`src/rtl/lc3b_types.sv`:
```
// -----------------------------------------------------------------------------
// lc3b_types
// Shared types for the memory responder slice.
//   lc3b_word        : 16-bit data word
//   lc3b_mresp_state : responder FSM state (IDLE, BUSY, RESP, DONE)
//   MRESP_CNT_W      : width of the responder wait counter. It must hold
//                      LATENCY-1 plus up to 3 injected stall cycles, i.e. at
//                      most 17, so 5 bits are enough.
// -----------------------------------------------------------------------------
package lc3b_types;

  typedef logic [15:0] lc3b_word;

  typedef enum logic [1:0] {
    IDLE = 2'd0,
    BUSY = 2'd1,
    RESP = 2'd2,
    DONE = 2'd3
  } lc3b_mresp_state;

  localparam int MRESP_CNT_W = 5;

endpackage

```
`src/rtl/mem_responder_if.sv`:
```
// -----------------------------------------------------------------------------
// mem_responder_if
// Request/response bus between an initiator and mem_responder.
//   mem_address     : byte address of the request
//   mem_read        : read request, held until mem_resp
//   mem_write       : write request, held until mem_resp
//   mem_wdata       : write data
//   mem_byte_enable : write lane mask (bit0 = [7:0], bit1 = [15:8])
//   mem_resp        : one-cycle completion pulse
//   mem_rdata       : read data, valid while mem_resp is high
// Modports: master (initiator side), slave (responder side).
// -----------------------------------------------------------------------------
interface mem_responder_if;
  import lc3b_types::*;

  logic [15:0] mem_address;
  logic        mem_read;
  logic        mem_write;
  lc3b_word    mem_wdata;
  logic [1:0]  mem_byte_enable;
  logic        mem_resp;
  lc3b_word    mem_rdata;

  modport master (
    output mem_address, mem_read, mem_write, mem_wdata, mem_byte_enable,
    input  mem_resp, mem_rdata
  );

  modport slave (
    input  mem_address, mem_read, mem_write, mem_wdata, mem_byte_enable,
    output mem_resp, mem_rdata
  );

endinterface

```
`src/rtl/mem_resp_array.sv`:
```
// -----------------------------------------------------------------------------
// mem_resp_array
// DEPTH x 16-bit storage with per-byte-lane write enable and a synchronous,
// enabled read port.
//   clk   : clock
//   rst_n : async active-low reset, clears only the read-data register
//   addr  : word index
//   we    : write strobe, lanes selected by be
//   be    : lane mask (bit0 = [7:0], bit1 = [15:8])
//   wdata : write data
//   re    : read strobe; rdata is loaded on the edge where re is high
//   rdata : read data register, holds its value between reads
// Storage itself is never reset.
// -----------------------------------------------------------------------------
module mem_resp_array
  import lc3b_types::*;
#(
  parameter  int DEPTH = 256,
  localparam int AW    = $clog2(DEPTH)
) (
  input  logic          clk,
  input  logic          rst_n,
  input  logic [AW-1:0] addr,
  input  logic          we,
  input  logic [1:0]    be,
  input  lc3b_word      wdata,
  input  logic          re,
  output lc3b_word      rdata
);

  lc3b_word mem [DEPTH];

  always_ff @(posedge clk) begin
    if (we) begin
      if (be[0]) mem[addr][7:0]  <= wdata[7:0];
      if (be[1]) mem[addr][15:8] <= wdata[15:8];
    end
  end

  always_ff @(posedge clk or negedge rst_n) begin
    if (!rst_n) begin
      rdata <= '0;
    end else if (re) begin
      rdata <= mem[addr];
    end
  end

endmodule

```
`src/rtl/mem_responder.sv`:
```
// -----------------------------------------------------------------------------
// mem_responder
// Fixed-latency memory responder. A request seen in IDLE is latched and the
// FSM waits LATENCY cycles in BUSY, then pulses mem_resp for one cycle in
// RESP, then spends one cycle in DONE ignoring inputs so that a request still
// held after mem_resp is not served twice. Turnaround is LATENCY+3 cycles.
//   clk   : clock
//   rst_n : async active-low reset (aborts any transaction, storage kept)
//   bus   : mem_responder_if.slave request/response bus
// Parameters:
//   DEPTH   : storage words (power of two, 2..32768)
//   LATENCY : base BUSY cycles (1..15)
// Optional feature macro: MEM_RESP_STALL_INJECT_EN
//   When defined, a 4-bit LFSR (x^4+x^3+1, seed 4'b1001) runs every cycle and
//   lfsr[1:0] extra BUSY cycles are added at request acceptance.
// -----------------------------------------------------------------------------
module mem_responder
  import lc3b_types::*;
#(
  parameter int DEPTH   = 256,
  parameter int LATENCY = 3
) (
  input  logic          clk,
  input  logic          rst_n,
  mem_responder_if.slave bus
);

  localparam int AW = $clog2(DEPTH);
  localparam int CW = MRESP_CNT_W;

  lc3b_mresp_state state;
  logic [CW-1:0]   wait_cnt;
  logic            resp_q;

  logic [AW-1:0]   idx_q;
  lc3b_word        wdata_q;
  logic [1:0]      be_q;
  logic            op_write_q;

  logic            req;
  logic            accept;
  logic            last_busy;
  logic            arr_we;
  logic            arr_re;
  logic [CW-1:0]   extra_wait;
  logic [CW-1:0]   start_cnt;
  lc3b_word        arr_rdata;
  logic            unused_addr;

  assign req    = bus.mem_read | bus.mem_write;
  assign accept = (state == IDLE) && req;

  // Address bit 0 and bits above the index are don't-care (byte address,
  // wraps modulo 2*DEPTH bytes).
  assign unused_addr = ^bus.mem_address;

`ifdef MEM_RESP_STALL_INJECT_EN
  logic [3:0] lfsr;

  always_ff @(posedge clk or negedge rst_n) begin
    if (!rst_n) begin
      lfsr <= 4'b1001;
    end else begin
      lfsr <= {lfsr[2:0], lfsr[3] ^ lfsr[2]};
    end
  end

  assign extra_wait = {{(CW-2){1'b0}}, lfsr[1:0]};
`else
  assign extra_wait = '0;
`endif

  // Counter is loaded with (cycles - 1) so BUSY exits when it reads zero.
  assign start_cnt = CW'(LATENCY - 1) + extra_wait;

  // The last BUSY cycle is the one whose closing edge enters RESP: both the
  // write commit and the read capture happen on that edge.
  assign last_busy = (state == BUSY) && (wait_cnt == '0);
  assign arr_we    = last_busy && op_write_q;
  assign arr_re    = last_busy && !op_write_q;

  // Request capture (data path, no reset needed: only used while in BUSY)
  always_ff @(posedge clk) begin
    if (accept) begin
      idx_q      <= bus.mem_address[AW:1];
      wdata_q    <= bus.mem_wdata;
      be_q       <= bus.mem_byte_enable;
      op_write_q <= bus.mem_write;  // read+write together is a write
    end
  end

  // Control FSM with registered mem_resp
  always_ff @(posedge clk or negedge rst_n) begin
    if (!rst_n) begin
      state    <= IDLE;
      wait_cnt <= '0;
      resp_q   <= 1'b0;
    end else begin
      resp_q <= 1'b0;
      case (state)
        IDLE: begin
          if (req) begin
            state    <= BUSY;
            wait_cnt <= start_cnt;
          end
        end
        BUSY: begin
          if (wait_cnt == '0) begin
            state  <= RESP;
            resp_q <= 1'b1;
          end else begin
            wait_cnt <= wait_cnt - CW'(1);
          end
        end
        RESP:    state <= DONE;
        DONE:    state <= IDLE;
        default: state <= IDLE;
      endcase
    end
  end

  mem_resp_array #(
    .DEPTH (DEPTH)
  ) u_array (
    .clk   (clk),
    .rst_n (rst_n),
    .addr  (idx_q),
    .we    (arr_we),
    .be    (be_q),
    .wdata (wdata_q),
    .re    (arr_re),
    .rdata (arr_rdata)
  );

  assign bus.mem_resp  = resp_q;
  assign bus.mem_rdata = arr_rdata;

endmodule

```
`src/flat_wrapper.sv`:
```
// flat-port wrapper written by rule: the top's interface ports become plain ports
module mem_responder_flat import lc3b_types::*;
#(
  parameter int DEPTH   = 256,
  parameter int LATENCY = 3
)
  (clk, rst_n, bus_mem_address, bus_mem_read, bus_mem_write, bus_mem_wdata, bus_mem_byte_enable, bus_mem_resp, bus_mem_rdata);
  mem_responder_if bus_i ();
  input  logic clk;
  input  logic rst_n;
  input wire logic [$bits(bus_i.mem_address)-1:0] bus_mem_address;
  input wire logic [$bits(bus_i.mem_read)-1:0] bus_mem_read;
  input wire logic [$bits(bus_i.mem_write)-1:0] bus_mem_write;
  input wire logic [$bits(bus_i.mem_wdata)-1:0] bus_mem_wdata;
  input wire logic [$bits(bus_i.mem_byte_enable)-1:0] bus_mem_byte_enable;
  output wire logic [$bits(bus_i.mem_resp)-1:0] bus_mem_resp;
  output wire logic [$bits(bus_i.mem_rdata)-1:0] bus_mem_rdata;
  assign bus_i.mem_address = bus_mem_address;
  assign bus_i.mem_read = bus_mem_read;
  assign bus_i.mem_write = bus_mem_write;
  assign bus_i.mem_wdata = bus_mem_wdata;
  assign bus_i.mem_byte_enable = bus_mem_byte_enable;
  assign bus_mem_resp = bus_i.mem_resp;
  assign bus_mem_rdata = bus_i.mem_rdata;
  mem_responder #(.DEPTH(DEPTH), .LATENCY(LATENCY)) u_core (.clk(clk), .rst_n(rst_n), .bus(bus_i));
endmodule
```
`config.mk`:
```
export PLATFORM = sky130hd
export DESIGN_NAME = mem_responder_flat
export DESIGN_NICKNAME = d
export VERILOG_FILES = /design/src/rtl/lc3b_types.sv /design/src/rtl/mem_responder_if.sv /design/src/rtl/mem_resp_array.sv /design/src/rtl/mem_responder.sv /design/src/flat_wrapper.sv
export SDC_FILE = /design/constraint.sdc
export NUM_CORES = 2
export LEC_CHECK = 0
export CAP_MARGIN = 20
export CELL_PAD_IN_SITES_DETAIL_PLACEMENT = 1
export CELL_PAD_IN_SITES_GLOBAL_PLACEMENT = 2
export CORE_MARGIN = 2
export CORE_UTILIZATION = 36
export CTS_BUF_LIST = sky130_fd_sc_hd__clkbuf_4
export CTS_CLUSTER_DIAMETER = 120
export CTS_CLUSTER_SIZE = 24
export DETAILED_ROUTE_END_ITERATION = 8
export PLACE_DENSITY_LB_ADDON = 0.1
export SLEW_MARGIN = 10
export SYNTH_ARGS = -nofsm -noshare
export SYNTH_HDL_FRONTEND = slang
export SYNTH_SLANG_ARGS = --single-unit
export TNS_END_PERCENT = 100
```
`constraint.sdc`:
```
create_clock -name clk -period 4.39 [get_ports clk]
set_input_delay 0.878 -clock clk [delete_from_list [all_inputs] [get_ports clk]]
set_output_delay 0.878 -clock clk [all_outputs]
set_load 0.005 [all_outputs]
```
==> metrics.md <==
| Metric | Value |
|---|---|
| Warning count from the yosys run | 0 |
| CP endpoint kind | flip-flop |
| Row cnt | 245 |
| Sequential fraction of the synthesis area | 77.3% |
| Routability cong. | 0.784 |
| Max frequency | 0.242 GHz |
| Syn_nets | 7931 |
| Total gr overflow | 0 |
| Die Wd | 673 µm |
| WL/cell | 34.2 µm |
| Worst path arrival time | 5390 ps |
| IO Pins | 55 |
| Worst path slowest cell | nor2_1 |
| Die Ht | 673 µm |
| Starting density of the core | 36.1% |
| Critical path peak fanout | 16 |
| Cell variety after synth | 63 |
| Clock tree buffer depth | 4 |
| Vias per cell | 5.52 |
| # clock sinks | 4147 |
| Final setup TNS | 0 ps |
| Setup-failing EPs final | 0 |
| Area growth, synth to finish | 9.56% |
| # H-tree levels | 4 |
| First-pass GRT wire length | 692000 µm |
| Initial antenna violation count | 46 |
| Cell count after synthesis | 7889 |
| Crit-path max cell delay | 870 ps |
| Clk slew on worst S/H paths | 250 ps |
| # resized after CTS | 0 |
| Proportion of layout cells with a drive suffix above 1 | 22.8% |
| CP Cell Sequence | inv_1 > ha_1 > nor4b_1 > buf_4 > nand2_1 > inv_1 > nand3_1 > buf_4 > nor2_1 > nand2_1 > nor2_1 |
| Final min period | 4130 ps |
| DRT iter0 DRCs | 7692 |
| Ys flop type | edfxtp_1 |
| Fin crit share | 94.1% |
| Final Non-Filler Cells | 14518 |
| RSZ-0062 raised after global routing | false |
| Tightest Pin Transition | 1190 ps |
| Final Net Count | 8550 |
| P_leak | 54.9 nW |
| Vias in the first global route | 84504 |
| Overall global routing resource usage | 21.7% |
| Setup bufs post-CTS | 0 |
| Peak supply drop | 0.000315 V |
| Post-route ant nets | 0 |
| DRC Markers | 0 |
| Buf/Inv on CP | 4 |
| Slew Limit Fails | 0 |
| Worst Clk Skew | 166 ps |
| First drt pass iteration count | 6 |
| Root Driver | clkbuf_4 |
| Hold Path Class | input pin to flip-flop |
| Crit Path Class | flip-flop to flip-flop |
| Ys async rst share | 0.579% |
| Die ar. | 0.453 mm² |
| CTS Buf Count | 195 |
| Slew margin rel. | 20.8% |
| Post-DP HPWL | 313000 µm |
| PD cells | 452 mW/mm² |
| Syn avg cell area | 20.4 µm² |
| Critical Path RT | 5650 ps |
| Vias | 80105 |
| TritonCTS clock tree | built |
| Pin count of the biggest net entering global routing | 177 |
| Crit path max-delay family | simple AND/OR/NAND/NOR gates |
| Final WL | 497000 µm |
| Worst-skew pair later-pin latency | 1610 ps |
| Post-synth EDFFs | 4123 |
| Placed cells | 14208 |
| Cell Area, Synth | 0.161 mm² |
| Core ar. | 0.445 mm² |
| Hold Violations, Final | 0 |
| Max-cap violations | 0 |
| Startpoint types | flip-flop |
| Outcome | finished, final reports clean |
| Yosys reg bits | 4147 |
| # port buffers | 46 |
cells in the mapped netlist (all sizes together) (6+ instances only):
master   count  area, µm²
a2111oi     25        225
a211oi      36        270
a21o         9       67.6
a21oi       60        300
a221oi      27        236
a22o        52        455
a22oi      322       2420
a311oi      12        105
a31oi       73        457
a32o        11        110
a32oi       21        184
a41oi        6       52.6
and3        14       87.6
buf        287       1950
clkbuf     216        811
dfrtp       24        601
edfxtp    4123     124000
inv         10       37.5
mux2        17        191
mux2i      561       5620
mux4       776      17500
nand2      228        856
nand2b      15       93.8
nand3      109        546
nor2       590       2210
nor2b       33        206
nor3         9       45.0
nor3b        6       45.0
o2111ai     15        131
o211ai      13       97.6
o21a         8       60.1
o21ai       53        265
o221ai      19        166
o22a        15        131
o22ai       32        200
or4          6       45.0
cells in the final DEF, fill, tap and decap left out, types with 13 or more instances in the layout:
cell                n
nand2b_1           14
diode_2            22
o22a_1             15
nor2b_1            26
dfrtp_1            24
a211oi_1           36
clkbuf_4          249
buf_12            103
a22oi_1           322
clkdlybuf4s50_1    45
a221oi_1           27
o22ai_1            32
o21ai_0            48
and3_1             13
a21oi_1            60
buf_4             742
a22o_1             52
o221ai_1           19
o2111ai_1          15
nand2_1           217
mux2_2             17
edfxtp_1         4123
a32oi_1            21
a31oi_1            73
mux4_2            776
nand3_1           103
mux2i_1           561
o211ai_1           13
nor2_1            581
dlygate4sd3_1      31
worst paths after layout:
kind,startpoint,endpoint,slack (ps),depth (start not counted)
min in group asynchronous,rst_n,u_core.wait_cnt[3],640,4
max in group asynchronous,rst_n,u_core.u_array.rdata[12],2830,5
worst max-delay path,u_core.wait_cnt[1],u_core.u_array.mem[234][4],260,11
worst max register to register,u_core.wait_cnt[1],u_core.u_array.mem[234][4],260,11
worst min register to register,u_core.wait_cnt[4],u_core.wait_cnt[4],550,1
worst min-delay path,bus_mem_wdata[6],u_core.wdata_q[6],340,2
metal layers:
layer / global-route usage [%] / up-vias / wire, µm / share of wire [%]
met5: 0 / - / 152 / 0.031
met4: 4.31 / 22 / 10500 / 2.1
met3: 2.13 / 384 / 20300 / 4.1
met2: 36.4 / 1714 / 243000 / 49
met1: 31.1 / 44401 / 223000 / 45
li1: - / 33584 / - / -
repair_timing:
| item | 4_1_cts | 5_1_grt |
|---|---|---|
| setup endpoints to repair | 0 | 0 |
| hold buffers | 31 | 0 |
| hold endpoints to repair | 54 | 0 |
power by group:
group          switching (W)  internal (W)  total (W)
sequential          0.000384        0.0460     0.0463
clock                 0.0116       0.00257     0.0142
combinational         0.0129       0.00626     0.0191
total                 0.0249        0.0548     0.0797
flip-flops by register name, indices dropped and copies added, names as in the netlist:
name and flops:
u_core.u_array.mem 4096, u_core.u_array.rdata 16, u_core.wdata_q 16, u_core.idx_q 8, u_core.wait_cnt 5, u_core.be_q 2
u_core.state 2, u_core.bus.mem_resp 1, u_core.op_write_q 1
logic make-up after synthesis:
logic type	count (synthesis)	synth area share, %
compound gates	835	3.83
fa+ha+maj	4	0.0311
buf+inv	513	1.74
flops	4147	77.3
mux	1354	14.5
simple gates	1036	2.68
area by class of cell:
| cell class | instances | area (µm²) |
|---|---|---|
| fillers | 42235 | 269000 |
| diodes | 22 | 55.1 |
| clock inverters | 8 | 60.1 |
| clock buffers | 249 | 1870 |
| flip-flops and latches | 4147 | 124000 |
| well taps | 5928 | 7420 |
| inverters | 10 | 42.5 |
| repair buffers | 925 | 8440 |
| multi-input cells | 3229 | 34100 |
per-stage QoR:
| step | power (W) | area (µm²) | util, % | hold WS (ps) | worst slack (ps) |
|---|---|---|---|---|---|
| 5_1_grt | 0.0825 | 176000 | 39.6 | 186 | 5.23 |
| 2_1_floorplan | 0.0577 | 161000 | - | 459 | 344 |
| 6_report | 0.0797 | 176000 | 39.6 | 344 | 257 |
| 3_5_place_dp | 0.0667 | 174000 | 39.1 | 501 | 251 |
| 3_3_place_gp | 0.0664 | 174000 | 39.1 | 502 | 179 |
| 4_1_cts | 0.0807 | 176000 | 39.6 | 86.9 | 167 |
(Power assumes the default switching activity.)
